==> config.mk <==
export PLATFORM = sky130hd
export DESIGN_NAME = dense_seq_ctrl
export DESIGN_NICKNAME = d
export VERILOG_FILES = /design/src/rtl/dense_pkg.sv /design/src/rtl/dense_idx_counter.sv /design/src/rtl/dense_seq_ctrl.sv
export SDC_FILE = /design/constraint.sdc
export NUM_CORES = 1
export LEC_CHECK = 0
export CORE_ASPECT_RATIO = 0.75
export CORE_MARGIN = 2
export CORE_UTILIZATION = 54
export CTS_BUF_LIST = sky130_fd_sc_hd__clkbuf_4 sky130_fd_sc_hd__clkbuf_8
export CTS_CLUSTER_SIZE = 28
export DETAILED_ROUTE_END_ITERATION = 10
export HOLD_SLACK_MARGIN = 0.05
export MAX_ROUTING_LAYER = met4
export PLACE_DENSITY = 0.91
export SLEW_MARGIN = 20
export SYNTH_ARGS = -nofsm -noshare
export SYNTH_HDL_FRONTEND = slang
export SYNTH_HIERARCHICAL = 1
export SYNTH_SLANG_ARGS = --single-unit
==> constraint.sdc <==
create_clock -name clk -period 6.62 [get_ports clk]
set_input_delay 1.324 -clock clk [delete_from_list [all_inputs] [get_ports clk]]
set_output_delay 1.324 -clock clk [all_outputs]
set_load 0.02 [all_outputs]
==> src/rtl/dense_pkg.sv <==
// Shared types and defaults for the dense-layer sequencing block.
package dense_pkg;
  localparam int DATA_SIZE  = 16;
  localparam int SIZE       = 3;
  localparam int MAX_LAYERS = 8;
  localparam int IDX_W      = 32;

  typedef enum logic [2:0] {
    S_IDLE, S_FETCH, S_ISSUE_W, S_FWD, S_BPROP, S_UPD, S_DONE
  } dense_seq_state_t;

  // Op bundle ordering: {load_w, backprop_cost, is_update}.
  typedef logic [2:0] op_t;
  localparam op_t OP_NONE  = 3'b000;
  localparam op_t OP_LOAD  = 3'b100;
  localparam op_t OP_BPROP = 3'b010;
  localparam op_t OP_UPD   = 3'b001;

  function automatic op_t state_op(input dense_seq_state_t s);
    case (s)
      S_ISSUE_W: return OP_LOAD;
      S_BPROP:   return OP_BPROP;
      S_UPD:     return OP_UPD;
      default:   return OP_NONE;
    endcase
  endfunction
endpackage

==> src/rtl/dense_idx_counter.sv <==
// Nested layer/row counter: rows wrap into the next layer; last_o flags the final (layer,row).
module dense_idx_counter
  import dense_pkg::*;
#(
  parameter int IW = IDX_W
) (
  input  logic          clk_i,
  input  logic          rst_ni,
  input  logic          clr_i,
  input  logic          step_i,
  input  logic [IW-1:0] num_layers_i,
  input  logic [IW-1:0] num_rows_i,
  output logic [IW-1:0] layer_o,
  output logic [IW-1:0] row_o,
  output logic          last_o
);
  localparam logic [IW-1:0] ONE = IW'(1);

  logic [IW-1:0] layer_q, layer_d, row_q, row_d;

  always_comb begin
    layer_d = layer_q;
    row_d   = row_q;
    if (clr_i) begin
      layer_d = '0;
      row_d   = '0;
    end else if (step_i) begin
      if (row_q == num_rows_i - ONE) begin
        row_d   = '0;
        layer_d = layer_q + ONE;
      end else begin
        row_d = row_q + ONE;
      end
    end
  end

  always_ff @(posedge clk_i) begin
    if (!rst_ni) begin
      layer_q <= '0;
      row_q   <= '0;
    end else begin
      layer_q <= layer_d;
      row_q   <= row_d;
    end
  end

  assign layer_o = layer_q;
  assign row_o   = row_q;
  assign last_o  = (layer_q == num_layers_i - ONE) && (row_q == num_rows_i - ONE);
endmodule

==> src/rtl/dense_seq_ctrl.sv <==
// Sequences weight loads, forward, and optional backprop/update steps into the dense stage.
// Outputs are registered from the next state, so they change only on the edge that enters a state.
module dense_seq_ctrl
  import dense_pkg::*;
#(
  parameter int DSIZE = DATA_SIZE,
  parameter int NELEM = SIZE,
  parameter int MAXL  = MAX_LAYERS,
  parameter int IW    = IDX_W
) (
  input  logic                   clk,
  input  logic                   rst_n,
  input  logic                   start,
  input  logic                   train,
  input  logic [IW-1:0]          num_layers,
  input  logic [IW-1:0]          num_rows,
  output logic                   busy,
  output logic                   done,
  output logic                   w_req,
  output logic [IW-1:0]          w_req_layer,
  output logic [IW-1:0]          w_req_row,
  input  logic                   w_valid,
  input  logic [DSIZE*NELEM-1:0] w_data,
  output logic                   stg_valid,
  input  logic                   stg_ack,
  output logic [DSIZE*NELEM-1:0] w_out,
  output logic [IW-1:0]          w_layer_index,
  output logic [IW-1:0]          w_row_index,
  output logic                   load_w,
  output logic                   is_update,
  output logic                   backprop_cost
);
  localparam int WW = DSIZE * NELEM;

  dense_seq_state_t state_q, state_d;
  logic [WW-1:0]    w_out_q, w_out_d;
  logic [IW-1:0]    nl_q, nl_d, nr_q, nr_d, nl_clamped;
  logic             train_q, train_d;
  logic             busy_q, done_q, w_req_q, stg_valid_q;
  op_t              op_q;
  logic             cnt_clr, cnt_step, cnt_last;
  logic [IW-1:0]    cnt_layer, cnt_row;

  assign nl_clamped = (num_layers > IW'(MAXL)) ? IW'(MAXL) : num_layers;

  dense_idx_counter #(.IW(IW)) u_idx (
    .clk_i        (clk),
    .rst_ni       (rst_n),
    .clr_i        (cnt_clr),
    .step_i       (cnt_step),
    .num_layers_i (nl_q),
    .num_rows_i   (nr_q),
    .layer_o      (cnt_layer),
    .row_o        (cnt_row),
    .last_o       (cnt_last)
  );

  always_comb begin
    state_d  = state_q;
    w_out_d  = w_out_q;
    train_d  = train_q;
    nl_d     = nl_q;
    nr_d     = nr_q;
    cnt_clr  = 1'b0;
    cnt_step = 1'b0;
    unique case (state_q)
      S_IDLE: if (start) begin
        train_d = train;
        nl_d    = nl_clamped;
        nr_d    = num_rows;
        cnt_clr = 1'b1;
        state_d = (nl_clamped == '0 || num_rows == '0) ? S_FWD : S_FETCH;
      end
      S_FETCH: if (w_valid) begin
        w_out_d = w_data;
        state_d = S_ISSUE_W;
      end
      S_ISSUE_W: if (stg_ack) begin
        cnt_step = 1'b1;
        state_d  = cnt_last ? S_FWD : S_FETCH;
      end
      S_FWD:   if (stg_ack) state_d = train_q ? S_BPROP : S_DONE;
      S_BPROP: if (stg_ack) state_d = S_UPD;
      S_UPD:   if (stg_ack) state_d = S_DONE;
      S_DONE:  state_d = S_IDLE;
      default: state_d = S_IDLE;
    endcase
  end

  always_ff @(posedge clk) begin
    if (!rst_n) begin
      state_q     <= S_IDLE;
      w_out_q     <= '0;
      train_q     <= 1'b0;
      nl_q        <= '0;
      nr_q        <= '0;
      busy_q      <= 1'b0;
      done_q      <= 1'b0;
      w_req_q     <= 1'b0;
      stg_valid_q <= 1'b0;
      op_q        <= OP_NONE;
    end else begin
      state_q     <= state_d;
      w_out_q     <= w_out_d;
      train_q     <= train_d;
      nl_q        <= nl_d;
      nr_q        <= nr_d;
      busy_q      <= (state_d != S_IDLE) && (state_d != S_DONE);
      done_q      <= (state_d == S_DONE);
      w_req_q     <= (state_d == S_FETCH);
      stg_valid_q <= (state_d == S_ISSUE_W) || (state_d == S_FWD) ||
                     (state_d == S_BPROP) || (state_d == S_UPD);
      op_q        <= state_op(state_d);
    end
  end

  // Counters only move on a stage ack, so indices are naturally stable while waiting.
  assign busy          = busy_q;
  assign done          = done_q;
  assign w_req         = w_req_q;
  assign w_req_layer   = cnt_layer;
  assign w_req_row     = cnt_row;
  assign stg_valid     = stg_valid_q;
  assign w_out         = w_out_q;
  assign w_layer_index = cnt_layer;
  assign w_row_index   = cnt_row;
  assign load_w        = op_q[2];
  assign backprop_cost = op_q[1];
  assign is_update     = op_q[0];
endmodule

==> results by group <==
STA
  – Setup Skew: 15.09 ps
  – FMAX: 242.4 MHz
  – Count of final hold-check violations: 0
  – Final Setup Violations: 0
  – Relative slew slack: 35.62%
  – Fin crit period: 4125 ps
  – Worst Tran Pin Value: 963.7 ps
  – RSZ-0062 raised after global routing: false
  – Sum Neg Setup Slack: 0 ps
  – Final slew viol count: 0
  – Period utilization: 62.31%

Run
  – Max-cap viol count: 0

Logic synthesis
  – Area leader, netlist: dfxtp_1
  – Mean Syn Cell Area: 8.198 um^2
  – Synth warn: 6
  – Yosys top cell area share: 35.51%
  – Top cells by area, synth: dfxtp_1, nand2_1, xnor2_1, buf_4, a21oi_1
  – Post-Syn Area: 0.01054 mm^2
  – Main synth FF type: dfxtp_1
  – Gate Count Post-Synth: 1,286
  – Net Count, Synth: 1,408
  – EDFF count, synth: 0
  – FFs w/ async S/R, synth: 0%
  – Seq/Total Area, Yosys: 35.51%
  – Synth Register Bits: 187
  – Yosys cell types: 82

Worst setup path
  – Worst path required time: 7020 ps
  – Crit path DAT: 4530 ps
  – Crit-path cells: inv_1 > ha_1 > or3b_1 > nor2_1 > nand3_1 > mux2i_1 > a211oi_1 > nand4_1 > a211oi_1 > nor4b_2 > nand3b_1 > mux2i_1 > a21o_1 > a211o_2 > mux2i_1
  – CP Capture Type: flip-flop
  – Startpoint Class: flip-flop
  – Slowest CP cell: or3b_1
  – Worst Path Max Fanout: 8
  – CP peak stage delay: 510 ps
  – Setup Crit Path Kind: flip-flop to flip-flop
  – Most frequent CP cell: mux2i_1

Global routing
  – Grt total ovfl: 0
  – Busiest grt layer: met2
  – Initial antenna violation count: 0
  – Global-route usage over all layers: 29.16%
  – Vias in the first global route: 9,240
  – Met2 Use GR: 44.68%
  – First-pass GRT wire length: 47,220 um
  – Met3 usage: 5.109%
  – Largest net degree at the start of global routing: 66
  – Global Route met1 Usage: 39.60%

Routing
  – WL final: 30,080 um
  – DR pass1 iterations: 5
  – WL/cell: 17.26 um
  – Iteration-0 DRC Markers: 977
  – Vias per inst: 5.819
  – Post-route ant nets: 0
  – Via count: 10,140
  – Residual DRC: 0

Placed design
  – Inst Count DP: 1,711
  – Port Buf Inserts: 300
  – Final Wtd Congestion: 0.9466
  – Hpwl dp: 22,380 um

CTS
  – H-tree depth: 4
  – CTS root buffer: clkbuf_8
  – Clock sink count: 187
  – Num CTS Buffers: 17
  – Later-pin clock latency in the skew report: 480 ps
  – Post-CTS resize count: 0
  – Clock transition at the registers of the reported paths: 100 ps
  – # Post-CTS Setup Buffers: 0
  – CTS tree: done
  – CTS max path bufs: 2
  – CTS Hold Bufs: 0

Cells and area
  – Fillcell total: 1,529
  – Non-filler instance count after layout: 1,743
  – Share of cells above drive strength 1: 5.772%
  – Most frequent cells in the layout: clkdlybuf4s50_1, nand2_1, dfxtp_1, a21oi_1, xnor2_1
  – Antenna diodes: 0
  – Most common cell after layout, fill and taps aside: clkdlybuf4s50_1
  – Layout net count: 1,599
  – Synth-to-Final Area Change: 28.70%

Die
  – DIE AREA: 0.02067 mm^2
  – Core Area: 0.01927 mm^2
  – Die height: 125.0 um
  – Die Wd: 165.3 um
  – Site Rows: 44
  – I/O Pins: 301
  – Initial Utilization: 54.71%

Hold path
  – Worst Hold Class: flip-flop to flip-flop

Pwr
  – Power Density: 187.4 mW/mm^2
  – Comb power frac: 19.5%
  – Maximum VDD drop: 0.1459 mV
  – Clock power frac: 33.2%
  – Leakage: 4.868 nW
  – Sequential cell fraction of total power: 47.3%
  – Internal power component: 0.001766 W
  – Net switching power: 0.0007764 W
  – Switch share: 30.54%

Run status
  – Status: finished clean
[kinds of logic after synthesis]
family / after synthesis / synth area share, %
and+or+nand+nor: 608 / 31.33
AOI/OAI and AO/OA: 199 / 12.78
DFF: 187 / 35.51
buffers and inverters: 153 / 8.224
xor gates and xnor gates: 111 / 9.364
muxes: 24 / 2.314
adders and majority gates: 4 / 0.4747
[per-stage QoR]
| step | hold WS (ps) | utilization, % | power, W | instance area (um^2) | setup WS (ps) |
|---|---|---|---|---|---|
| final | 457.0 | 70.42 | 0.002542 | 13570 | 2495 |
| after global routing | 482.7 | 70.42 | 0.002648 | 13570 | 2197 |
| after CTS | 461.3 | 70.39 | 0.002544 | 13560 | 2215 |
| after detailed placement | 447.8 | 68.12 | 0.001713 | 13130 | 1726 |
| after global placement | 440.7 | 68.12 | 0.001700 | 13130 | 1831 |
| after floorplan | 431.2 | - | 0.001530 | 10540 | 2983 |
[critical path: cells and delay by family (launching register included)]
kind            cells  cell delay [ps]
buf+inv             1              100
mux                 3              500
compound gates      4             1140
simple gates        6             1630
flops               1              410
fa+ha+maj           1              280
[registers in the layout (all words and copies together), names as in the netlist]
name,count
u_idx/row_o,32
done,1
op_q,3
busy,1
nl_q,32
train_q,1
u_idx/layer_o,32
w_req,1
state_q,3
nr_q,32
w_out,48
stg_valid,1
[path summary, 6_finish.rpt]
kind	startpoint	end	slack, ps	cells past startpoint
worst min register to register	w_out[6]$_SDFFE_PN0P_	w_out[6]$_SDFFE_PN0P_	460	2
worst max register to register	nr_q[0]$_SDFFE_PN0P_	stg_valid$_SDFF_PN0_	2500	15
worst min-delay path	w_out[6]$_SDFFE_PN0P_	w_out[6]$_SDFFE_PN0P_	460	2
worst max-delay path	nr_q[0]$_SDFFE_PN0P_	stg_valid$_SDFF_PN0_	2500	15
[per-layer routing]
metal	part of all wire [%]	vias up	routed length, um
li1	-	4829	-
met1	43	4782	12980
met2	47	483	14040
met3	8.3	49	2485
met4	1.9	0	576
met5	0	-	0
[cell type report]
cell class / instances / area (um^2) / area share, %
sequential: 187 / 3744 / 27.59
tap: 253 / 316.6 / 2.333
timing repair buffer: 306 / 3048 / 22.46
clock inverter: 15 / 202.7 / 1.494
inverter: 19 / 73.82 / 0.5441
clock buffer: 17 / 234.0 / 1.724
multi-input combinational: 946 / 5949 / 43.85
[synthesized netlist by cell type (all sizes together), types with 4 or more instances]
master	n
o41ai	15
clkbuf	54
nor3	29
o21ai	10
nand2	248
a22oi	5
xor2	32
nand3b	5
dfxtp	187
or3	14
nor4	45
inv	19
o31ai	4
a311oi	4
and3	48
mux2i	21
nor2b	16
ha	4
a211oi	8
o2111ai	4
a21oi	91
buf	80
nor4b	5
nand3	24
and4	5
a31oi	6
xnor2	78
nand2b	35
o311ai	17
o211ai	5
nor2	53
a211o	4
and2	33
or4	10
nand4	21
nand4b	6
[power groups by stage]
stage | Sequential [W] | Clock (W) | Combinational (W)
global placement | 0.00123 | 0 | 0.000473
global route | 0.00121 | 0.000904 | 0.000534
floorplan | 0.00123 | 0 | 0.000298
detailed placement | 0.00123 | 0 | 0.000484
finish | 0.00120 | 0.000843 | 0.000496
CTS | 0.00120 | 0.000854 | 0.000487
Power figures use the tool's default switching activity.
